$ cat src/rtl/if_axi_fetch_ctrl.sv
// Instruction-fetch controller: one single-beat AXI4 read per PC and a registered
// instruction to IF/ID. A redirect during a fetch drains the stale beat before refetching.
module if_axi_fetch_ctrl #(
    parameter int ADDR_W   = 32,
    parameter int DATA_W   = 32,
    parameter int ID_W     = 4,
    parameter int FETCH_ID = 0,
    parameter int TIMEOUT  = 255
) (
    input  logic              clk,
    input  logic              rst,
    input  logic [ADDR_W-1:0] pc_req,
    input  logic              pc_redirect,
    input  logic              dm_busy,
    output logic [ID_W-1:0]   ARID,
    output logic [ADDR_W-1:0] ARADDR,
    output logic [7:0]        ARLEN,
    output logic [2:0]        ARSIZE,
    output logic [1:0]        ARBURST,
    output logic              ARVALID,
    input  logic              ARREADY,
    input  logic [DATA_W-1:0] RDATA,
    input  logic [1:0]        RRESP,
    input  logic              RLAST,
    input  logic              RVALID,
    output logic              RREADY,
    output logic [DATA_W-1:0] inst_out,
    output logic              inst_valid,
    output logic              fetch_stall,
    output logic              fetch_err
);

    localparam logic [1:0] S_IDLE = 2'd0;
    localparam logic [1:0] S_ADDR = 2'd1;
    localparam logic [1:0] S_DATA = 2'd2;
    localparam logic [1:0] S_DONE = 2'd3;

    localparam int              CNT_W = (TIMEOUT > 0) ? $clog2(TIMEOUT + 1) : 1;
    localparam logic [DATA_W-1:0] NOP = DATA_W'(32'h0000_0013);

    logic [1:0]        r_state;
    logic [ADDR_W-1:0] r_araddr;
    logic [DATA_W-1:0] r_inst;
    logic              r_err;
    logic              r_discard;
    logic [CNT_W-1:0]  r_cnt;

    logic [CNT_W-1:0]  w_cnt_inc;
    logic              w_cnt_max;
    logic              w_timeout;
    logic              w_drop;
    logic              w_unused;

    assign w_cnt_inc = r_cnt + 1'b1;
    assign w_cnt_max = (r_cnt == {CNT_W{1'b1}});
    // Fires on the DATA cycle whose increment would bring the counter to TIMEOUT.
    assign w_timeout = (TIMEOUT != 0) && !RVALID && (w_cnt_inc == CNT_W'(TIMEOUT));
    // A redirect coinciding with the returning beat still makes that beat stale.
    assign w_drop    = r_discard || pc_redirect;
    assign w_unused  = RLAST;

    always_ff @(posedge clk) begin
        if (rst) begin
            r_state   <= S_IDLE;
            r_araddr  <= '0;
            r_inst    <= '0;
            r_err     <= 1'b0;
            r_discard <= 1'b0;
            r_cnt     <= '0;
        end else begin
            // NOTE: default pulse value first; a later non-blocking assignment in this block wins.
            r_err <= 1'b0;
            case (r_state)
                S_IDLE: begin
                    r_araddr <= pc_req;
                    r_state  <= S_ADDR;
                end
                S_ADDR: begin
                    if (pc_redirect) r_discard <= 1'b1;
                    if (ARREADY) begin
                        r_cnt   <= '0;
                        r_state <= S_DATA;
                    end
                end
                S_DATA: begin
                    if (RVALID || w_timeout) begin
                        r_inst    <= (RVALID && RRESP == 2'b00) ? RDATA : NOP;
                        r_err     <= !RVALID || (RRESP != 2'b00);
                        r_discard <= 1'b0;
                        if (w_drop) begin
                            r_araddr <= pc_req;
                            r_state  <= S_ADDR;
                        end else begin
                            r_state  <= S_DONE;
                        end
                    end else begin
                        if (pc_redirect) r_discard <= 1'b1;
                        if (!w_cnt_max)  r_cnt     <= w_cnt_inc;
                    end
                end
                S_DONE: begin
                    if (pc_redirect || !dm_busy) begin
                        r_araddr <= pc_req;
                        r_state  <= S_ADDR;
                    end
                end
                default: r_state <= S_IDLE;
            endcase
        end
    end

    assign ARID        = ID_W'(FETCH_ID);
    assign ARADDR      = r_araddr;
    assign ARLEN       = 8'd0;
    assign ARSIZE      = 3'b010;
    assign ARBURST     = 2'b01;
    assign ARVALID     = (r_state == S_ADDR);
    assign RREADY      = (r_state == S_DATA);
    assign inst_out    = r_inst;
    assign inst_valid  = (r_state == S_DONE) && !pc_redirect;
    assign fetch_stall = (r_state != S_DONE);
    assign fetch_err   = r_err;

endmodule
$ cat config.mk
export PLATFORM = sky130hd
export DESIGN_NAME = if_axi_fetch_ctrl
export DESIGN_NICKNAME = d
export VERILOG_FILES = /design/src/rtl/if_axi_fetch_ctrl.sv
export SDC_FILE = /design/constraint.sdc
export NUM_CORES = 1
export LEC_CHECK = 0
export BUFFER_PORTS_ARGS = -buffer_cell sky130_fd_sc_hd__buf_4
export CORE_UTILIZATION = 29
export DETAILED_ROUTE_END_ITERATION = 8
export PLACE_DENSITY = 0.65
export RECOVER_POWER = 25
export SLEW_MARGIN = 30
export SYNTH_ARGS = -nofsm -noshare
export SYNTH_HDL_FRONTEND = slang
export SYNTH_SLANG_ARGS = --single-unit
$ cat constraint.sdc
create_clock -name clk -period 2.6 [get_ports clk]
set_clock_uncertainty 0.2 [all_clocks]
set_input_delay 0.26 -clock clk [delete_from_list [all_inputs] [get_ports clk]]
set_output_delay 0.26 -clock clk [all_outputs]
set_load 0.02 [all_outputs]
==> out/results.tsv, run 1 <==
metric	value	unit
status	finished clean	
relative slew slack	39.4	%
vias in the first global route	3435	
setup violators final	0	
CTS tree	yes	
vias post-DR	3421	
Clock Tree Root	clkbuf_16	
R2R depth	8	
number of synthesized register bits	76	
pwr dens	618	mW/mm^2
final RePlAce weighted congestion	0.799	
worst hold path type	input port to flop	
antenna violations before repair	0	
post-synthesis sequential area ratio	42.3	%
clock sinks	76	
Synth Area per Inst	8.92	um^2
Finished Layout Cells	750	
Crit Path Max Fanout	16	
Finished Core Util	44.5	%
Detail Placement HPWL	6210	um
Crit Path Category	flop to flop	
max-cap viol count	0	
count leader, synth	dfxtp_1	
ant diodes	0	
post-route setup slack	193	ps
die width	113	um
cts bufs inserted	9	
clock slew at reported path FFs	60	ps
I/O pins	159	
crit path capture type	flop	
Yosys cell types	42	
startpoint types	flop	
die height	113	um
endpoints failing hold	0	
asr flop ratio synth	0	%
pins over their slew limit	0	
Via density	4.56	
first-pass detailed-route iteration total	4	
ordered list of cells on the worst path	ha_1, nand3_1, xnor2_1, and3_1, a311o_2, and3_2, clkbuf_16, mux2i_1	
Crit-path slowest cell	a311o_2	
RSZ-0062 raised after global routing	false	
clock latency on the worst-skew pair	340	ps
Synth Flop Type	dfxtp_1	
dpl cells	688	
period utilisation layout	92.6	%
Worst R2R Setup Slack	190	ps
most frequent cells after synthesis	dfxtp_1, nand2b_1, a21oi_1, nand2_1, mux2i_1	
Tmin final	2410	ps
setup TNS	0	ps
FF-to-FF End	ARADDR[12]	
H-tree depth	3	
synth top area cells	dfxtp_1, nand2b_1, mux2i_1, nand4_1, a21oi_1	
DRC errors left	0	
gr ovfl total	0	
area leader, netlist	dfxtp_1	
Largest stage delay, worst path	440	ps
Post-CTS Setup Repair Bufs	0	
Mapped Cells	403	
first-pass GRT wire length	16300	um
end of the critical path	ARADDR[12]	
post-route ant nets	0	
wire per inst	13.2	um
Total Wirelength	9940	um
crit path DAT	2430	ps
area grow syn2layout	49.3	%
share of cells above drive strength 1	23.7	%
Port Buffer Count	140	
Pleak	2.24	nW
pre-CTS setup slack	114	ps
YS warnings	0	
core area	0.0121	mm^2
initial core utilization	29.8	%
CTS max path bufs	2	
# rows	40	
Peak supply drop	0.394	mV
GRT Overall Usage	16.0	%
Data required, critical path	2630	ps
largest net degree at the start of global routing	110	
DR iter-0 viols	182	
DIE AREA	0.0128	mm^2
Reg2Reg Launch Point	r_cnt[0]	
worst hold slack	18.5	ps
Crit. Startpoint	r_cnt[0]	
Filler cells	1182	
synthesized area	0.00359	mm^2
Slew @ Worst Pin	910	ps
Yosys top cell area share	42.3	%
fin nets	656	
fmax	415	MHz
number of enable flip-flop cells after synthesis	0	
## worst min-delay path by stage
stage | start | endpoint | slack [ps] | cells after the start
after floorplan | pc_req[0] | ARADDR[0] | 220 | 2
after global placement | inst_out[14] | inst_out[14] | 240 | 2
after detailed placement | inst_out[29] | inst_out[29] | 250 | 2
after CTS | RDATA[13] | inst_out[13] | 0.005 | 3
after global routing | RDATA[5] | inst_out[5] | 3 | 3
final | pc_req[10] | ARADDR[10] | 20 | 3
## sequential cells by signal (all words and copies together), names as in the netlist
register   cells
inst_out      32
ARADDR        32
r_cnt          8
r_state        2
r_discard      1
fetch_err      1
## power by group
group | switching [mW] | internal [mW] | leakage, nW
clock | 0.487 | 0.846 | 0.158
sequential | 0.0454 | 1.24 | 0.621
combinational | 0.368 | 0.326 | 1.46
## routing by layer
metal | global-route usage (%) | vias to the layer above | share of wire, % | wire, um
li1 | - | 1699 | - | -
met1 | 17.9 | 1568 | 44 | 4340
met2 | 27.8 | 141 | 47 | 4700
met3 | 5.84 | 13 | 7.8 | 771
met4 | 5.79 | 0 | 1.3 | 127
met5 | 0 | - | 0 | 0
## cells by family (layout without fill, tap and decap cells)
kind of cell	Yosys count	count (layout)	share of synthesized area, %
compound gates	62	62	11.0
xor+xnor	2	2	0.487
fa+ha+maj	6	6	2.09
buf+inv	57	221	9.29
flops	76	76	42.3
mux	32	32	8.91
other cells	2	17	0.209
simple gates	166	166	25.7
## layout make-up
type,count,area (um^2),share of cell area [%]
multi-input combinational,285,1800,33.5
inverter,10,37.5,0.700
clock buffer,13,280,5.22
clock inverter,3,42.5,0.793
sequential,76,1520,28.4
tap,168,210,3.92
timing repair buffer,195,1470,27.4
## timing repair
action | CTS | global route
hold endpoints to repair | 45 | 0
setup endpoints to repair | 0 | 32
hold buffers | 45 | 0
gates resized for setup | 0 | 2
## metrics by stage
stage / total power, mW / cell area [um^2]
after global routing: 3.47 / 5370
after floorplan: 1.75 / 3650
after global placement: 1.94 / 4700
after CTS: 3.37 / 5470
after detailed placement: 1.96 / 4700
final: 3.31 / 5370
## critical path: cells and delay by family, from the launching register on
kind	cells	cell delay, ps
flops	1	380
xor+xnor	1	140
compound gates	1	440
simple gates	3	570
buf+inv	1	200
mux	1	130
fa+ha+maj	1	220
## layout by cell type, fill, tap and decap left out, types with 4 or more instances in the layout
cell type / count
a211oi_1: 5
a21oi_1: 35
buf_4: 112
clkbuf_1: 36
clkbuf_16: 10
clkbuf_8: 4
conb_1: 17
dfxtp_1: 74
dlygate4sd3_1: 45
ha_1: 6
inv_1: 10
mux2i_1: 32
nand2_1: 33
nand2b_1: 66
nand3_1: 5
nand4_1: 30
nor2_1: 11
nor3_1: 6
o21ai_0: 4
No activity file was read; power rests on OpenSTA's default activity.
==> run 2, diff against run 1 <==
--- a/config.mk
+++ b/config.mk
@@ -7,6 +7,7 @@
 export LEC_CHECK = 0
 export BUFFER_PORTS_ARGS = -buffer_cell sky130_fd_sc_hd__buf_4
 export CORE_UTILIZATION = 29
+export CTS_BUF_LIST = sky130_fd_sc_hd__clkbuf_4 sky130_fd_sc_hd__clkbuf_8
 export DETAILED_ROUTE_END_ITERATION = 8
 export PLACE_DENSITY = 0.65
 export RECOVER_POWER = 25
==> run 2 against run 1 <==
  * Sequential power barely moved
  * Combinational power rose by 3.0%
  * Die area did not move
==> out/results.tsv, run 2 (synthesis results as in run 1) <==
metric	value	unit	change
Total Wirelength	10200	um	+2.5%
fmax	415	MHz	-0.21%
die width	113	um	unchanged
first-pass GRT wire length	16600	um	+2.0%
area grow syn2layout	51.4	%	
worst hold path type	input port to flop		
ordered list of cells on the worst path	ha_1, nand3_1, xnor2_1, and3_1, a311o_2, and3_2, clkbuf_16, mux2i_1		
Peak supply drop	0.343	mV	-13%
relative slew slack	40.0	%	+0.64 points
first-pass detailed-route iteration total	4		unchanged
crit path DAT	2460	ps	+30 ps
RSZ-0062 raised after global routing	false		
setup violators final	0		unchanged
# rows	40		unchanged
Largest stage delay, worst path	450	ps	about the same
Crit Path Category	flop to flop		
endpoints failing hold	0		unchanged
cts bufs inserted	9		unchanged
Pleak	2.27	nW	+1.3%
most common cell after layout, fill and taps aside	buf_4		
Reg2Reg Launch Point	r_cnt[0]		
Crit. Startpoint	r_cnt[0]		
startpoint types	flop		
fin nets	674		+2.7%
setup TNS	0	ps	unchanged
CTS max path bufs	2		unchanged
GRT Overall Usage	16.3	%	+0.31 points
clock latency on the worst-skew pair	360	ps	+20 ps
fin area	0.00544	mm^2	+1.5%
gr ovfl total	0		unchanged
wire per inst	13.3	um	+0.12%
vias post-DR	3519		+2.9%
pwr dens	549	mW/mm^2	-11%
Tmin final	2410	ps	+4.96 ps
core area	0.0121	mm^2	unchanged
CTS tree	yes		
H-tree depth	3		unchanged
Crit-path slowest cell	a311o_2		
Filler cells	1161		-1.8%
initial core utilization	29.8	%	unchanged
Crit Path Max Fanout	16		unchanged
antenna violations before repair	0		unchanged
Via density	4.58		+0.45%
period utilisation layout	92.8	%	+0.19 points
max-cap viol count	0		unchanged
Slew @ Worst Pin	900	ps	-9.53 ps
share of cells above drive strength 1	23.0	%	-0.71 points
final RePlAce weighted congestion	0.799		unchanged
DR iter-0 viols	157		-14%
pins over their slew limit	0		unchanged
most frequent cells in the layout	buf_4, dfxtp_1, nand2b_1		
critical path depth in cells	8		unchanged
largest net degree at the start of global routing	110		unchanged
Cell Area, Placed	0.00470	mm^2	unchanged
Clock Tree Root	clkbuf_8		
post-route ant nets	0		unchanged
Detail Placement HPWL	6210	um	unchanged
R2R depth	8		unchanged
ant diodes	0		unchanged
clock sinks	76		unchanged
critical path's top delay family	simple AND/OR/NAND/NOR gates		
DIE AREA	0.0128	mm^2	unchanged
crit path capture type	flop		
I/O pins	159		unchanged
Worst R2R Setup Slack	190	ps	about the same
clock slew at reported path FFs	80	ps	+20 ps
Data required, critical path	2650	ps	+20 ps
DRC errors left	0		unchanged
FF-to-FF End	ARADDR[12]		
vias in the first global route	3507		+2.1%
WP buf/inv	1		unchanged
Port Buffer Count	140		unchanged
status	finished clean		
die height	113	um	unchanged
end of the critical path	ARADDR[12]		
run 2: changes by cell type in the layout (fill, tap and decap cells not counted):
cell	previous run	this run
dlygate4sd3_1	45	63
clkbuf_16	10	1
clkbuf_8	4	13
run 2: worst min-delay path by stage:
stage,from,endpoint,slack [ps],cells after the start
floorplan,pc_req[0],ARADDR[0],220,2
global placement,inst_out[14],inst_out[14],240,2
detailed placement,inst_out[29],inst_out[29],250,2
CTS,RDATA[26],inst_out[26],10,3
global route,RDATA[26],inst_out[26],40,3
finish,pc_redirect,r_discard,40,3
run 2: metrics by stage:
stage | setup WS (ps) | utilization [%] | instances | total power, mW | hold slack, ps
finish | 188 | 45.1 | 768 | 2.99 | 38.8
global route | 30.4 | 45.1 | 768 | 3.14 | 40.7
CTS | 73.7 | 46.0 | 767 | 3.04 | 10.5
detailed placement | 114 | 39.0 | 688 | 1.96 | 248
global placement | 168 | 39.0 | 688 | 1.94 | 238
floorplan | 208 | - | 418 | 1.75 | 215
run 2: power breakdown:
part           switching [mW]  internal, mW  total [mW]  leakage (nW)
logic                   0.372         0.343       0.715          1.53
clock network           0.442         0.547       0.989         0.112
registers              0.0454          1.24        1.29         0.621
run 2: routing by layer:
layer | share of wire, % | wire length [um] | GRT usage, %
met5 | 0 | 0 | 0
met4 | 1.3 | 134 | 6.49
met3 | 7.0 | 710 | 5.46
met2 | 48 | 4850 | 28.4
met1 | 44 | 4490 | 18.2
run 2: area by class of cell:
type                       instances  area, um^2  area share, %
clock buffer                      13         179           3.29
clock inverter                     3        42.5          0.781
inverter                          10        37.5          0.689
multi-input combinational        285        1800           33.0
sequential                        76        1520           28.0
tap                              168         210           3.86
timing repair buffer             213        1650           30.3
run 2: what timing repair did:
| action | in CTS | in global routing |
|---|---|---|
| endpoints found under the setup margin | 0 | 32 |
| resized for setup | 0 | 2 |
| setup buffers | 0 | 0 |
| hold buffers | 63 | 0 |
| endpoints found under the hold margin | 63 | 0 |
run 2: worst register-to-register path: cells and delay by family (launching register included):
| kind | cells | cell delay (ps) |
|---|---|---|
| AO/OA/AOI/OAI | 1 | 450 |
| XOR/XNOR | 1 | 140 |
| adder cells (fa/ha/maj) | 1 | 220 |
| buffers and inverters | 1 | 200 |
| flip-flops | 1 | 390 |
| multiplexers | 1 | 130 |
| AND/OR/NAND/NOR | 3 | 570 |
==> run 3, diff against run 2 <==
--- a/config.mk
+++ b/config.mk
@@ -6,10 +6,10 @@
 export NUM_CORES = 1
 export LEC_CHECK = 0
 export BUFFER_PORTS_ARGS = -buffer_cell sky130_fd_sc_hd__buf_4
-export CORE_UTILIZATION = 29
+export CORE_UTILIZATION = 31
 export CTS_BUF_LIST = sky130_fd_sc_hd__clkbuf_4 sky130_fd_sc_hd__clkbuf_8
 export DETAILED_ROUTE_END_ITERATION = 8
-export PLACE_DENSITY = 0.65
+export PLACE_DENSITY = 0.67
 export RECOVER_POWER = 25
 export SLEW_MARGIN = 30
 export SYNTH_ARGS = -nofsm -noshare
==> run 3 against run 2 <==
  * Total power down 5.9%
  * Critical path depth unchanged
  * Largest power group unchanged
  * Largest cell class unchanged
  * Utilization up 3.2 points
  * Non-clock buffer count unchanged
==> out/results.tsv, run 3 (synthesis results as in run 1) <==
metric	value	unit	change
status	finished clean		
Via density	4.79		+4.6%
largest net degree at the start of global routing	110		unchanged
Pleak	2.23	nW	-1.5%
Reg2Reg Launch Point	r_cnt[0]		
max-cap viol count	0		unchanged
Clock Tree Root	clkbuf_8		
share of cells above drive strength 1	23.1	%	+0.12 points
most frequent cells in the layout	buf_4, dfxtp_1, nand2b_1		
pre-CTS setup slack	72.6	ps	-41.4 ps
GRT Overall Usage	16.6	%	+0.33 points
# rows	38		-5.0%
worst hold path type	input port to flop		
final RePlAce weighted congestion	0.803		+0.53%
Crit Path Max Fanout	16		unchanged
antenna violations before repair	0		unchanged
clock slew at reported path FFs	80	ps	about the same
clock sinks	76		unchanged
crit path capture type	flop		
Cell Area, Placed	0.00466	mm^2	-0.91%
crit path DAT	2510	ps	+50 ps
Detail Placement HPWL	5990	um	-3.6%
setup TNS	0	ps	unchanged
clock latency on the worst-skew pair	340	ps	-20 ps
DRC errors left	0		unchanged
setup violators final	0		unchanged
post-route ant nets	0		unchanged
most common cell after layout, fill and taps aside	buf_4		
first-pass detailed-route iteration total	7		+3
Largest stage delay, worst path	440	ps	about the same
fmax	408	MHz	-1.5%
initial core utilization	32.4	%	+2.6 points
core area	0.0111	mm^2	-8.2%
endpoints failing hold	0		unchanged
period utilisation layout	94.2	%	+1.4 points
Met2 Routed Length	4940	um	+1.9%
die height	110	um	-3.2%
CTS max path bufs	2		unchanged
WHS Endpoint	inst_out[17]		
vias in the first global route	3444		-1.8%
RSZ-0062 raised after global routing	false		
Hold Startpoint	RDATA[17]		
worst hold slack	36.9	ps	-1.87 ps
Slew @ Worst Pin	940	ps	+39.8 ps
Crit Path Category	flop to flop		
pwr dens	525	mW/mm^2	-4.4%
Port Buffer Count	140		unchanged
first-pass GRT wire length	15700	um	-5.7%
DR top layer	met4		
startpoint types	flop		
ordered list of cells on the worst path	ha_2, nand3_1, xnor2_1, and3_1, a311o_2, and3_2, buf_12, mux2i_1		
Finished Core Util	48.4	%	+3.2 points
R2R depth	8		unchanged
wire per inst	14.1	um	+6.0%
WL met1	4410	um	-1.7%
die width	110	um	-3.2%
relative slew slack	37.3	%	-2.7 points
H-tree depth	3		unchanged
met3 routed wirelength	874	um	+23%
Crit-path slowest cell	a311o_2		
DIE AREA	0.0120	mm^2	-6.3%
Total Wirelength	10400	um	+1.8%
gr ovfl total	0		unchanged
FF-to-FF End	ARADDR[8]		
Tmin final	2450	ps	+37.6 ps
fin area	0.00536	mm^2	-1.6%
CTS tree	yes		
ant diodes	0		unchanged
Worst R2R Setup Slack	150	ps	-40 ps
area grow syn2layout	49.0	%	
vias post-DR	3531		+0.34%
Data required, critical path	2660	ps	about the same
DR iter-0 viols	184		+17%
Hold Crit Depth	3		unchanged
fin nets	674		unchanged
I/O pins	159		unchanged
post-route setup slack	150	ps	-37.6 ps
pins over their slew limit	0		unchanged
Peak supply drop	0.367	mV	+7.0%
cts bufs inserted	9		unchanged
-- run 3: cell count changes in the layout (fill, tap and decap cells not counted), sizes merged --
cell / delta
bufinv: -1
clkbuf: -2
-- run 3: cell type report --
cell class                 count  area [um^2]
tap                          140          175
timing repair buffer         213         1650
clock inverter                 2         12.5
multi-input combinational    285         1800
fill                        1041         5720
clock buffer                  11          151
inverter                      10         37.5
sequential                    76         1530
-- run 3: worst max-delay path by stage --
stage	to	cells past startpoint	startpoint
final	ARADDR[8]	8	r_cnt[0]
after global routing	ARADDR[8]	8	r_cnt[0]
after CTS	ARADDR[17]	8	r_cnt[0]
after detailed placement	ARADDR[22]	8	r_cnt[0]
after global placement	ARADDR[14]	8	r_cnt[0]
after floorplan	ARADDR[0]	9	r_cnt[0]
-- run 3: metal layers --
layer,vias up,track usage [%]
met5,-,0
met1,1636,18.5
met3,15,6.16
met4,0,5.62
met2,146,29.1
li1,1734,-
-- run 3: where the power goes --
part	leakage, nW	internal, mW	switching [mW]
logic	1.53	0.343	0.380
registers	0.622	1.24	0.0441
clock network	0.0831	0.382	0.423
-- run 3: worst max-delay path: cells and delay by family, from the launching register on --
family,cells,cell delay (ps)
DFF,1,400
and+or+nand+nor,3,570
AOI/OAI and AO/OA,1,440
muxes,1,210
buffers and inverters,1,170
adders and majority gates,1,240
xor gates and xnor gates,1,140
-- run 3: repair_timing --
action	CTS	global route
setup buffers	0	1
hold buffers	63	0
gates resized for setup	0	5
hold endpoints to repair	63	0
setup endpoints to repair	0	37
-- run 3: through the flow --
| step | std cells | power, mW |
|---|---|---|
| 3_5_place_dp | 659 | 1.96 |
| 2_1_floorplan | 418 | 1.75 |
| 5_1_grt | 737 | 2.95 |
| 4_1_cts | 735 | 2.85 |
| 3_3_place_gp | 659 | 1.94 |
| 6_report | 737 | 2.81 |
